[config.mk]
export PLATFORM = sky130hd
export DESIGN_NAME = discrete_values_table_loader
export DESIGN_NICKNAME = d
export VERILOG_FILES = /design/src/rtl/discrete_values_table_loader.sv
export SDC_FILE = /design/constraint.sdc
export NUM_CORES = 1
export LEC_CHECK = 0
export CORE_ASPECT_RATIO = 1.1
export CORE_MARGIN = 3
export CORE_UTILIZATION = 57
export CTS_CLUSTER_SIZE = 25
export DETAILED_ROUTE_END_ITERATION = 8
export PLACE_DENSITY = 0.85
export SKIP_CTS_REPAIR_TIMING = 1
export SLEW_MARGIN = 10
export SYNTH_ARGS = -nofsm -noshare
export SYNTH_HDL_FRONTEND = slang
export SYNTH_SLANG_ARGS = --single-unit
[constraint.sdc]
create_clock -name in_clock -period 4.3 [get_ports in_clock]
set_clock_uncertainty 0.15 [all_clocks]
set_input_delay 0.43 -clock in_clock [delete_from_list [all_inputs] [get_ports in_clock]]
set_output_delay 0.43 -clock in_clock [all_outputs]
set_load 0.05 [all_outputs]
[src/rtl/discrete_values_table_loader.sv]
// Stream-to-table write adapter: parses {VAR, COUNT, (START, END)*} records from a word
// stream and emits one registered write per valid {start, end} range.
module discrete_values_table_loader #(
  parameter int unsigned MAX_BIT_WIDTH_OF_INTEGER_VARIABLE = 8,
  parameter int unsigned MAX_BIT_WIDTH_OF_VARIABLES_INDEX  = 8,
  parameter int unsigned MAX_BIT_WIDTH_OF_DISCRETE_CHOICES = 4,
  localparam int unsigned W = MAX_BIT_WIDTH_OF_INTEGER_VARIABLE,
  localparam int unsigned V = MAX_BIT_WIDTH_OF_VARIABLES_INDEX,
  localparam int unsigned C = MAX_BIT_WIDTH_OF_DISCRETE_CHOICES,
  localparam int unsigned A = V + C
) (
  input  logic           in_clock,
  input  logic           in_reset_n,
  input  logic           in_start,
  input  logic [W-1:0]   in_data,
  input  logic           in_valid,
  input  logic           in_last,
  output logic           out_ready,
  output logic           out_write_enable,
  output logic [A-1:0]   out_write_address,
  output logic [2*W-1:0] out_write_data,
  output logic           out_busy,
  output logic           out_done,
  output logic           out_error,
  output logic [A:0]     out_entries_written
);

  typedef enum logic [2:0] {
    StIdle,
    StVar,
    StCount,
    StStart,
    StEnd
  } state_t;

  // Full table size; the write counter stops here.
  localparam logic [A:0] EntriesFull = {1'b1, {A{1'b0}}};
  localparam logic [A:0] EntriesOne  = {{A{1'b0}}, 1'b1};

  state_t         state;
  logic [V-1:0]   var_idx;
  logic [C-1:0]   choice_count;
  logic [C-1:0]   choice_idx;
  logic [W-1:0]   start_val;

  logic accept;
  logic range_ok;
  logic last_choice;

  assign out_ready   = (state != StIdle);
  assign accept      = in_valid && out_ready;
  assign range_ok    = (start_val <= in_data);
  assign last_choice = (choice_idx == choice_count);

  always_ff @(posedge in_clock or negedge in_reset_n) begin
    if (!in_reset_n) begin
      state               <= StIdle;
      var_idx             <= '0;
      choice_count        <= '0;
      choice_idx          <= '0;
      start_val           <= '0;
      out_write_enable    <= 1'b0;
      out_write_address   <= '0;
      out_write_data      <= '0;
      out_busy            <= 1'b0;
      out_done            <= 1'b0;
      out_error           <= 1'b0;
      out_entries_written <= '0;
    end else begin
      out_write_enable <= 1'b0;
      out_done         <= 1'b0;
      case (state)
        StIdle: begin
          if (in_start) begin
            state               <= StVar;
            out_busy            <= 1'b1;
            out_error           <= 1'b0;
            out_entries_written <= '0;
          end
        end
        StVar: begin
          if (accept) begin
            var_idx <= in_data[V-1:0];
            if (in_last) begin
              state     <= StIdle;
              out_busy  <= 1'b0;
              out_error <= 1'b1;
            end else begin
              state <= StCount;
            end
          end
        end
        StCount: begin
          if (accept) begin
            choice_count <= in_data[C-1:0];
            choice_idx   <= '0;
            if (in_last) begin
              state     <= StIdle;
              out_busy  <= 1'b0;
              out_error <= 1'b1;
            end else begin
              state <= StStart;
            end
          end
        end
        StStart: begin
          if (accept) begin
            start_val <= in_data;
            if (in_last) begin
              state     <= StIdle;
              out_busy  <= 1'b0;
              out_error <= 1'b1;
            end else begin
              state <= StEnd;
            end
          end
        end
        StEnd: begin
          if (accept) begin
            // A valid range is written even when this word also ends the session early.
            if (range_ok) begin
              out_write_enable  <= 1'b1;
              out_write_address <= {var_idx, choice_idx};
              out_write_data    <= {start_val, in_data};
              if (out_entries_written != EntriesFull) begin
                out_entries_written <= out_entries_written + EntriesOne;
              end
            end else begin
              out_error <= 1'b1;
            end
            if (last_choice) begin
              if (in_last) begin
                state    <= StIdle;
                out_busy <= 1'b0;
                out_done <= 1'b1;
              end else begin
                state <= StVar;
              end
            end else begin
              choice_idx <= choice_idx + 1'b1;
              if (in_last) begin
                state     <= StIdle;
                out_busy  <= 1'b0;
                out_error <= 1'b1;
              end else begin
                state <= StStart;
              end
            end
          end
        end
        default: begin
          state    <= StIdle;
          out_busy <= 1'b0;
        end
      endcase
    end
  end

endmodule

; Word-level counts from Yosys, hierarchy flattened
; Index checks and enable logic that the tools add are counted.
[totals]
out_inout_bits = 46
in_bits = 13
word_cells = 89
register_bits = 72
[classes]
n_eq_ne = 18
muxes = 39
n_reduce_logical = 17
magnitude_cmp = 1
n_addsub = 2
[op_table]
columns = op, count
row1 = two-way mux 13 bit, 4
row2 = one-hot mux 13 bit (2 select lines), 1
row3 = two-way mux 3 bit, 7
row4 = two-way mux 1 bit, 18
row5 = inequality test 2 bit (second input constant), 8
row6 = one-hot mux 3 bit (5 select lines), 1
row7 = AND reduction 5 bit, 3
row8 = adder 13 x 1 -> 13 bit (second input constant), 1
row9 = inequality test 13 bit (second input constant), 1
row10 = two-way mux 4 bit, 3
row11 = <= comparator 8 bit, 1
row12 = inequality test 2 x 1 -> 1 bit (second input constant), 4
row13 = one-hot mux 4 bit (2 select lines), 1
row14 = equality test 3 x 2 -> 1 bit (second input constant), 2
row15 = AND reduction 2 bit, 3
row16 = AND reduction 3 bit, 2
row17 = nonzero test 3 bit, 2
row18 = adder 4 x 1 -> 4 bit (second input constant), 1
row19 = equality test 4 bit, 1
row20 = two-way mux 2 bit, 2
row21 = AND reduction 4 bit, 1
row22 = nonzero test 2 bit, 2
row23 = OR reduction 4 bit, 1
row24 = equality test 3 x 1 -> 1 bit (second input constant), 1
row25 = 6 further kinds, 6

; Depth between registers and ports, before layout
[depth]
word_depth = 6
depth_mapped = 9

; Least setup slack after synthesis
; Ideal clock, no wire load.
[synth_path]
path_type = input to register
from = in in_data[1]
to = reg out_write_address[0]
stages = 8
path_buffers = 1
slack_ns = 1.939
setup_time_ns = 0.125
t_arrival_ns = 2.087
cell_sequence = inv_1 > ha_1 > nor2b_1 > o211ai_1 > a211oi_4 > nor3_4 > buf_2 > mux2_2
[synth_via]
elab_chain_len = 2
[synth_rtl]
columns = element, line
row1 = "start, declared", 15  ; input logic [W-1:0] in_data,
row2 = <= comparator 8 bit, 52  ; assign range_ok = (start_val <= in_data);
row3 = AND reduction 3 bit (no source line), -
row4 = "end signal, assigned", 123  ; out_write_address <= {var_idx, choice_idx};
row5 = "end, declared", 20  ; output logic [A-1:0] out_write_address,
; Every way passes these cells.
; A chain may end at the register's enable or synchronous reset.

; Worst setup path in the final report
[layout_path]
from = in in_data[1]
to = reg out_write_address[5]
; Same word-level chain as after synthesis.

==> metrics <==
# diodes=0; Final Setup Violations=0; IO Count=59; CP endpoint=out_write_address[5]; R2R Setup Slk=between 1500 and 2000 ps; fmax=between 300 and 400 MHz; Crit path arrival time=between 3000 and 4000 ps; Worst-Skew Late Latency=about 340 ps; Synthesis Warnings=0; Sw Share=40.0%; Seq/Total Area, Yosys=~52%; Gate power share=around 41%; CP bufs+invs=3; Final nets=around 370; MaxCap Viol Count=0; Sw Pwr=1.11 mW; core region area=about 5800 sq um; Final GP Congestion=roughly 0.83; GRT overflow=0; Worst-path clk slew=around 80 ps; Post-synth EDFFs=0; Critical Path RT=4380 ps; worst slew pin tran=949 ps; port buffer count=58; Die W=around 80 microns; Site Rows=29; Max-slew headroom=a little under two fifths; commonest cells after routing, fill and taps aside=72 x dfrtp_1, 57 x clkdlybuf4s50_1, 40 x mux2_2; initial core utilization=approximately three fifths; GRT Resource Usage Total=21.9%; die height=between 80 and 90 microns; number of fill cells=about 400; CP top delay family=buffers and inverters; vias in the first global route=2489; fin area=about 4300 sq um; clk sinks=between 70 and 80; Routed WL=6980 microns; share of cells above drive strength 1=19.8%; Worst R2R End=out_write_address[5]; DRT Pass-1 Iters=4; Placed Cells=just over 400; Internal Power=roughly 1.7 mW; Via density=between 5 and 6; syn nets=around 320; Synth Cell Area=approximately 3500 sq um; # DRC=0; instance count on the critical path=9; Worst Setup Start Kind=primary input; count of state elements after synthesis=72; worst-path maximum fanout=22; Area Overhead vs Synth=24.4%; Root Buffer=clkbuf_8; CTS tree=built; crit path from=in_data[1]; HPWL after DPL=around 4900 microns; CP peak stage delay=approximately 530 ps; Avg Synthesized Cell Area=11.9 sq um; via count=around 2500; maximum clock path buffer count=2; clock share of power=20.7%; reg-to-reg startpoint=start_val[6]; Pleak=1.87 nW; CTS H-Tree Depth=3; Max rail drop VDD=0.532 mV; largest net degree at the start of global routing=44; synthesized instance count=a little under 300; die area=between 7000 and 8000 sq um; final hold slack=around 80 ps; Final min period=2960 ps; Critical Path Sink Type=flip-flop; RSZ-0062 raised after global routing=no; 1st-iter DRT viols=roughly 200; unique cell type count in the Yosys netlist=52; PwrDens=about 640 nW/um^2; asr flop ratio synth=between 90% and 100%; CP Class=in2reg; post-placement cell area=between 4000 and 5000 sq um; Seq pwr share=38.1%; top_reg_cell synth=dfrtp_1; CTS Buf Count=9; Final Hold Viols=0; remaining antenna violation count=0; slowest CP cell=nor3_4; antenna violations before repair=0; Register Area=~1800 sq um; final max-slew violation count=0; HP Class=in2async; Fin Setup TNS=0 ps; outcome=completed; CP Cell Sequence=clkdlybuf4s50_1 > inv_1 > ha_1 > nor2b_1 > o211ai_1 > a211oi_4 > nor3_4 > buf_12 > mux2_2; fin cells=430; Final period util=between 60% and 70%; FF-to-FF path depth=7; first-pass GRT wire length=about 12000 microns; commonest non-fill, non-tap cell in the layout=dfrtp_1; Avg WL per Cell=16.2 microns; area of the multi-input gates=around 1500 sq um
[layout make-up]
class,count,share of cell area [%]
Tap cell,77,2.24
Clock inverter,2,0.816
Multi-Input combinational cell,191,35.4
Inverter,14,1.22
Timing Repair Buffer,60,14.1
Sequential cell,72,42.0
Clock buffer,14,4.26
[per-stage QoR]
stage / utilization [%] / total power [mW] / worst slack (ps)
after global placement: 70.2 / 2.16 / 1010
after floorplan: - / 1.87 / 1940
after CTS: 73.9 / 2.78 / 1300
after detailed placement: 70.2 / 2.20 / 954
final: 73.9 / 2.76 / 1340
after global routing: 73.9 / 2.92 / 1190
[worst register-to-register path, cell delays in order (launching register included)]
cell	delay [ps]
dfrtp_1	400
ha_1	330
nand4_2	160
nor2_2	220
a21oi_2	140
nor3_4	560
buf_12	250
mux2_2	360
[layer usage]
metal,up-vias,global-route usage [%],share of wire (%)
li1,1164,-,-
met3,9,5.14,5.7
met5,-,0,0
met1,1218,29.9,45
met4,0,8.14,1.6
met2,80,34.5,48
[synthesized netlist by cell type (2+ instances only)]
cell	n	area share (%)
nor3_1	3	0.43
buf_1	2	0.22
o21ai_0	12	1.7
o211ai_1	2	0.43
nand3_1	11	1.6
buf_2	4	0.58
inv_1	14	1.5
nand2b_1	3	0.54
nor2_1	13	1.4
mux2_2	40	13
nand2_1	17	1.8
o41ai_1	3	0.76
nor3_4	2	0.94
nand3b_1	2	0.43
or3b_1	3	0.76
and3_1	2	0.36
o32ai_1	2	0.51
o22ai_1	2	0.36
ha_1	11	4.0
dfrtp_1	72	52
xnor2_1	11	2.8
a211o_1	2	0.51
buf_6	2	0.65
a21oi_1	13	1.9
nand4_1	4	0.73
nor4_4	2	1.2
nor4_1	4	0.73
nor4b_1	4	1.0
or2_1	2	0.36
clkbuf_1	5	0.54
[how the worst min path moves through the flow]
stage	start	end	slack [ps]	depth (start not counted)
2_1_floorplan	in_reset_n	choice_count[0]	-20	0
3_3_place_gp	var_idx[0]	out_write_address[4]	330	1
3_5_place_dp	var_idx[5]	var_idx[5]	340	1
4_1_cts	in_reset_n	out_entries_written[10]	110	1
5_1_grt	in_reset_n	out_entries_written[10]	170	1
6_report	in_reset_n	out_entries_written[1]	80	1
[power by group through the flow]
stage	combinational (mW)	clock, mW	sequential [mW]
after floorplan	0.540	0	1.33
after detailed placement	1.14	0	1.06
after global placement	1.11	0	1.05
after CTS	1.15	0.579	1.05
after global routing	1.22	0.611	1.08
final	1.14	0.571	1.05
[cell families (layout without fill, tap and decap cells)]
kind of cell             after synthesis  after routing  share of synthesized area [%]
multiplexers                          42             42                           13.7
buffers and inverters                 28             90                           3.73
flip-flops                            72             72                           52.2
AND/OR/NAND/NOR                       80             80                           14.4
AO/OA/AOI/OAI                         46             46                           8.99
XOR/XNOR                              12             12                           3.05
adder cells (fa/ha/maj)               11             11                           3.99
[sequential cells by signal (all words and copies together) (netlist names), 3 cells and up]
| name | flops |
|---|---|
| out_write_data | 16 |
| var_idx | 8 |
| out_entries_written | 13 |
| choice_count | 4 |
| start_val | 8 |
| state | 3 |
| out_write_address | 12 |
| choice_idx | 4 |
Power figures use the tool's default switching activity.
